**src/rtl/pulse_delay_scheduler.sv**
```systemverilog
// -----------------------------------------------------------------------------
// pulse_delay_scheduler
//
// Clocked replacement for #delay-based stimulus. Drives NCH output channels.
// Each channel changes to a programmed level a programmed number of clk cycles
// after a common start. One run is sequenced at a time, and busy/done report
// its progress.
//
// Parameters
//   NCH        number of output channels (1..8)
//   CW         delay counter width; largest delay is 2**CW-1 cycles
//
// Ports
//   clk          rising-edge clock
//   rst_n        asynchronous active-low reset
//   cfg_we       config write strobe, honoured only while idle
//   cfg_ch       channel index for the write; indices >= NCH are ignored
//   cfg_delay    cycles from run start to the channel event
//   cfg_level    level the channel takes at its event
//   cfg_en       channel enable; a disabled channel never fires
//   start        begin a run (level-sampled, idle only, ignored with abort)
//   abort        terminate the current run
//   repeat_mode  (DLY_SCHED_REPEAT_EN only) loop DONE -> RUN until abort
//   busy         1 while a run is in progress
//   done         1-cycle pulse once every enabled channel has fired
//   ch_out       registered channel outputs; held between runs
//   ch_fired     per-channel "event occurred during this run" flags
//
// Optional feature: define DLY_SCHED_REPEAT_EN to add the repeat_mode port.
// -----------------------------------------------------------------------------
module pulse_delay_scheduler #(
    parameter int NCH = 5,
    parameter int CW  = 16
) (
    input  logic           clk,
    input  logic           rst_n,
    input  logic           cfg_we,
    input  logic [2:0]     cfg_ch,
    input  logic [CW-1:0]  cfg_delay,
    input  logic           cfg_level,
    input  logic           cfg_en,
    input  logic           start,
    input  logic           abort,
`ifdef DLY_SCHED_REPEAT_EN
    input  logic           repeat_mode,
`endif
    output logic           busy,
    output logic           done,
    output logic [NCH-1:0] ch_out,
    output logic [NCH-1:0] ch_fired
);

    typedef enum logic [1:0] {
        ST_IDLE = 2'd0,
        ST_RUN  = 2'd1,
        ST_DONE = 2'd2
    } state_t;

    localparam logic [CW-1:0] CNT_MAX = {CW{1'b1}};

    state_t         state_r;
    state_t         state_next_s;
    logic [CW-1:0]  cnt_r;
    logic [CW-1:0]  cnt_next_s;
    logic [CW-1:0]  delay_r [NCH];
    logic [NCH-1:0] level_r;
    logic [NCH-1:0] en_r;
    logic [NCH-1:0] ch_out_r;
    logic [NCH-1:0] ch_out_next_s;
    logic [NCH-1:0] ch_fired_r;
    logic [NCH-1:0] ch_fired_next_s;
    logic [NCH-1:0] fire_s;
    logic           all_fired_s;
    logic           cfg_open_s;
    logic           busy_r;
    logic           done_r;
`ifdef DLY_SCHED_REPEAT_EN
    logic           rep_r;
`endif

    assign busy     = busy_r;
    assign done     = done_r;
    assign ch_out   = ch_out_r;
    assign ch_fired = ch_fired_r;

    // Channel events due at the end of this cycle; abort suppresses them.
    always_comb begin
        fire_s = {NCH{1'b0}};
        for (int i = 0; i < NCH; i++) begin
            if ((state_r == ST_RUN) && !abort && en_r[i] && !ch_fired_r[i]
                && (cnt_r == delay_r[i])) begin
                fire_s[i] = 1'b1;
            end else begin
                fire_s[i] = 1'b0;
            end
        end
        // A disabled channel counts as already fired, so an empty
        // configuration completes after a single RUN cycle.
        all_fired_s = &(ch_fired_r | fire_s | ~en_r);
    end

    // Next-state logic of the run sequencer.
    always_comb begin
        state_next_s = state_r;
        case (state_r)
            ST_IDLE: begin
                if (start && !abort) begin
                    state_next_s = ST_RUN;
                end else begin
                    state_next_s = ST_IDLE;
                end
            end
            ST_RUN: begin
                if (abort) begin
                    state_next_s = ST_IDLE;
                end else if (all_fired_s) begin
                    state_next_s = ST_DONE;
                end else begin
                    state_next_s = ST_RUN;
                end
            end
            ST_DONE: begin
`ifdef DLY_SCHED_REPEAT_EN
                if (rep_r && !abort) begin
                    state_next_s = ST_RUN;
                end else begin
                    state_next_s = ST_IDLE;
                end
`else
                state_next_s = ST_IDLE;
`endif
            end
            default: begin
                state_next_s = ST_IDLE;
            end
        endcase
    end

    // Next values of the cycle counter, fired flags and channel outputs.
    always_comb begin
        cnt_next_s      = {CW{1'b0}};
        ch_fired_next_s = ch_fired_r;
        ch_out_next_s   = ch_out_r;

        // Counter restarts at 0 on every entry into RUN and saturates.
        if ((state_next_s == ST_RUN) && (state_r == ST_RUN)) begin
            if (cnt_r == CNT_MAX) begin
                cnt_next_s = cnt_r;
            end else begin
                cnt_next_s = cnt_r + {{(CW-1){1'b0}}, 1'b1};
            end
        end else begin
            cnt_next_s = {CW{1'b0}};
        end

        if ((state_next_s == ST_RUN) && (state_r != ST_RUN)) begin
            ch_fired_next_s = {NCH{1'b0}};
        end else if (state_r == ST_RUN) begin
            ch_fired_next_s = ch_fired_r | fire_s;
        end else begin
            ch_fired_next_s = ch_fired_r;
        end

        for (int i = 0; i < NCH; i++) begin
            if (fire_s[i]) begin
                ch_out_next_s[i] = level_r[i];
            end else begin
                ch_out_next_s[i] = ch_out_r[i];
            end
        end
    end

    assign cfg_open_s = (state_r == ST_IDLE) && cfg_we;

    // Per-channel configuration registers, writable only while idle.
    always_ff @(posedge clk or negedge rst_n) begin
        if (!rst_n) begin
            for (int i = 0; i < NCH; i++) begin
                delay_r[i] <= {CW{1'b0}};
            end
            level_r <= {NCH{1'b0}};
            en_r    <= {NCH{1'b0}};
        end else begin
            for (int i = 0; i < NCH; i++) begin
                if (cfg_open_s && (cfg_ch == 3'(i))) begin
                    delay_r[i] <= cfg_delay;
                    level_r[i] <= cfg_level;
                    en_r[i]    <= cfg_en;
                end else begin
                    delay_r[i] <= delay_r[i];
                    level_r[i] <= level_r[i];
                    en_r[i]    <= en_r[i];
                end
            end
        end
    end

    // Sequencer state, counter and registered outputs.
    always_ff @(posedge clk or negedge rst_n) begin
        if (!rst_n) begin
            state_r    <= ST_IDLE;
            cnt_r      <= {CW{1'b0}};
            ch_out_r   <= {NCH{1'b0}};
            ch_fired_r <= {NCH{1'b0}};
            busy_r     <= 1'b0;
            done_r     <= 1'b0;
        end else begin
            state_r    <= state_next_s;
            cnt_r      <= cnt_next_s;
            ch_out_r   <= ch_out_next_s;
            ch_fired_r <= ch_fired_next_s;
            busy_r     <= (state_next_s == ST_RUN);
            done_r     <= (state_next_s == ST_DONE);
        end
    end

`ifdef DLY_SCHED_REPEAT_EN
    // repeat_mode is captured as DONE is entered and decides where DONE goes.
    always_ff @(posedge clk or negedge rst_n) begin
        if (!rst_n) begin
            rep_r <= 1'b0;
        end else if (state_next_s == ST_DONE) begin
            rep_r <= repeat_mode;
        end else begin
            rep_r <= rep_r;
        end
    end
`endif

endmodule

```
**config.mk**
```make
export PLATFORM = sky130hd
export DESIGN_NAME = pulse_delay_scheduler
export DESIGN_NICKNAME = d
export VERILOG_FILES = /design/src/rtl/pulse_delay_scheduler.sv
export SDC_FILE = /design/constraint.sdc
export NUM_CORES = 1
export LEC_CHECK = 0
export BUFFER_PORTS_ARGS = -buffer_cell sky130_fd_sc_hd__buf_2
export CORE_MARGIN = 3
export CORE_UTILIZATION = 65
export DETAILED_ROUTE_END_ITERATION = 12
export MAX_ROUTING_LAYER = met4
export PLACE_DENSITY = 0.9
export SYNTH_ARGS = -nofsm -noshare
export SYNTH_HDL_FRONTEND = slang
export SYNTH_SLANG_ARGS = --single-unit
```
**constraint.sdc**
```tcl
create_clock -name clk -period 5.3 [get_ports clk]
set_input_delay 0.53 -clock clk [delete_from_list [all_inputs] [get_ports clk]]
set_output_delay 0.53 -clock clk [all_outputs]
set_load 0.01 [all_outputs]
```
==> results.ini <==
[outcome]
status = complete, no violations

[final_layout]
multi_input_area_um2 = 2760
fill_cells = 519
final_layout_size_suffix_gt1_frac = 0.3681
ff_latch_area_um2 = 3003
finalNetCount = 522
area_growth_pct = 11.25
antenna_cells = 0
final_util = 0.7524

[sta]
finalClockSkew_ps = 7.797
layout_min_cycle_time_ps = 2996
worst_pin_slew_ps = 1304
post-route-period-util = 0.5652
slew_headroom = 0.1262
fin_setup_tns_ps = 0
setup_violations = 0
fmax_mhz = 333.8
hold_violations = 0
rsz0062_at_grt = false
holdWs_ps = 84.57
drv_slew = 0

[global_routing]
grt_pass1_wl_mm = 22.57
grt_use_total = 0.3033
antenna_found_initial = 0
grt_max_degree = 62
first_global_vias = 4107
top_usage_layer = met2
grt_use_met2 = 0.4809
met1_usage = 0.3837
grt_overflow = 0
grt_util_met3 = 0.06689

[setup_path]
worstPathCellList = xor2_1, nor4_1, nand2_1, o31ai_1, o211a_1, a211oi_1
cp-endpoint = cnt_r[0]
critPathRequiredTime_ps = 5660
max_stage_delay_ps = 740
regToRegStartpoint = cnt_r[11]
r2r_cells = 6
cpMaxStageDelayCell = o211a_1
critical_path_class = reg2reg
r2r_end = cnt_r[0]
path_max_fanout = 20
critical_path.startpoint = cnt_r[11]
cp-end-kind = flop
setup.worst_path.start_class = flop
cp.arrival_ps = 3350
r2r_setup_slack_ps = 2300

[yosys]
synth_nets = 493
synth.most_common_cell = dfrtp_1
ys_warn_count = 0
synth_edf_count = 0
ys_ff_latch = 120
synth_top_cell_by_area = dfrtp_1
synth_ff_type = dfrtp_1
postSynth.asyncResetShare = 1.000
synth_common_cells = 120 x dfrtp_1, 95 x mux2_2, 66 x xor2_1, 27 x xnor2_1, 14 x nor2_1
synth_top_area_frac = 0.5018
synthCells = 466
synth.avg_cell_area_um2 = 12.84
synth.distinct_cells = 44
netlist_top_cells_area = dfrtp_1 50%, mux2_2 18%, xor2_1 9.7%
yosysSeqAreaShare = 0.5018
syn-cell-area_um2 = 5984

[drt]
via_count = 3965
drcViolationCount = 0
post_drt_wl_per_cell_um = 23.09
drt-total-wl_mm = 14.22
drt-pass1-iter-count = 5
drt_iter0_drc = 246
ant_nets = 0
viasPerCell = 6.437

[clocking]
cts_setup_buffers = 0
clkTransAtPathRegs_ps = 60
clockRootBuffer = clkbuf_8
cts_max_level = 4
cts_hold_buf = 0
cts_sinks = 120
clockBufferDepth = 2
tritoncts = yes
numCtsBuffers = 17
post_cts_resized = 0
insertion_delay_ps = 520

[floorplan]
die_w_um = 102.0
core_area_um2 = 8848
boundaryPins = 38
fp-row-count = 34
fp.dieH_um = 102.0
start_util = 0.6763
die_area_um2 = 10390

[pwr]
leakage_nw = 3.025
power.total_mw = 2.928
swShare = 0.2992
internal-power_mw = 2.052
combinationalPowerShare = 0.191
p_sw_uw = 875.9
pwr-share-seq = 0.442
ir_worst_vdd_mv = 0.3609
power_density_nw_per_um2 = 439.8
clkPwrFrac = 0.368

[place]
io_buffer_count = 37
gp_congestion = 0.9022
hpwl_mm = 9.288

[worst_hold_path]
min_path_type = in2async

[job]
drv_cap = 0

power by group through the flow:
| stage | clock [mW] | sequential (mW) | combinational [mW] |
|---|---|---|---|
| floorplan | 0 | 1.25 | 0.438 |
| finish | 1.08 | 1.29 | 0.559 |
| global route | 1.11 | 1.32 | 0.602 |
| CTS | 1.07 | 1.29 | 0.558 |
| detailed placement | 0 | 1.30 | 0.543 |
| global placement | 0 | 1.28 | 0.523 |
critical path, delay by kind of cell (launching register included):
family | cells | cell delay (ps)
AOI/OAI and AO/OA | 3 | 1230
DFF | 1 | 570
xor gates and xnor gates | 1 | 240
and+or+nand+nor | 2 | 780
routing by layer:
metal,vias up,routed length [um]
met5,-,0
met4,0,433
met3,50,1027
met2,203,6969
met1,2006,5794
li1,1706,-
stage by stage:
| step | cell area (um^2) | setup WS, ps | std cells |
|---|---|---|---|
| CTS | 6658 | 2360 | 616 |
| global placement | 6105 | 2504 | 584 |
| floorplan | 5984 | 3320 | 466 |
| detailed placement | 6105 | 2447 | 584 |
| global route | 6658 | 2218 | 616 |
| finish | 6658 | 2304 | 616 |
cell families after synthesis:
group           share of synthesized area
mux                                0.1804
compound gates                    0.04725
simple gates                      0.09534
xor+xnor                           0.1361
flops                              0.5018
buf+inv                           0.03701
fa+ha+maj                        0.002090
state kept, by name (all words and copies together), names as in the netlist:
| register | count |
|---|---|
| busy | 1 |
| ch_fired | 5 |
| ch_out | 5 |
| cnt_r | 16 |
| delay_r | 80 |
| done | 1 |
| en_r | 5 |
| level_r | 5 |
| state_r | 2 |
placed cells by master, fill, tap and decap left out, drive strengths merged, types with 3 or more instances in the layout:
cell type	synthesis	final
dfrtp	120	120
nand2b	3	3
nor4	18	18
nor3	7	7
nor2	16	16
clkinvlp	0	4
xnor2	27	27
mux2	95	95
clkbuf	6	20
nand2	13	13
nand3	10	10
a21oi	9	9
xor2	66	66
a211oi	17	17
inv	3	6
clkinv	0	4
nand4	9	9
buf	22	38
area by class of cell:
type                            count  share of cell area
Clock inverter                     12             0.01767
Sequential cell                   120              0.4510
Timing Repair Buffer               38             0.02932
Clock buffer                       20             0.06540
Tap cell                          108             0.02030
Multi-Input combinational cell    315              0.4146
Inverter                            3            0.001691
worst min path at each step:
stage / start / end / slack, ps / cells past startpoint
after detailed placement: level_r[1] / level_r[1] / 490 / 1
after floorplan: rst_n / busy / 230 / 0
after global placement: en_r[1] / en_r[1] / 480 / 1
final: rst_n / cnt_r[11] / 80 / 1
after global routing: rst_n / cnt_r[11] / 140 / 1
after CTS: rst_n / busy / 110 / 1
No activity file was read; power rests on OpenSTA's default activity.
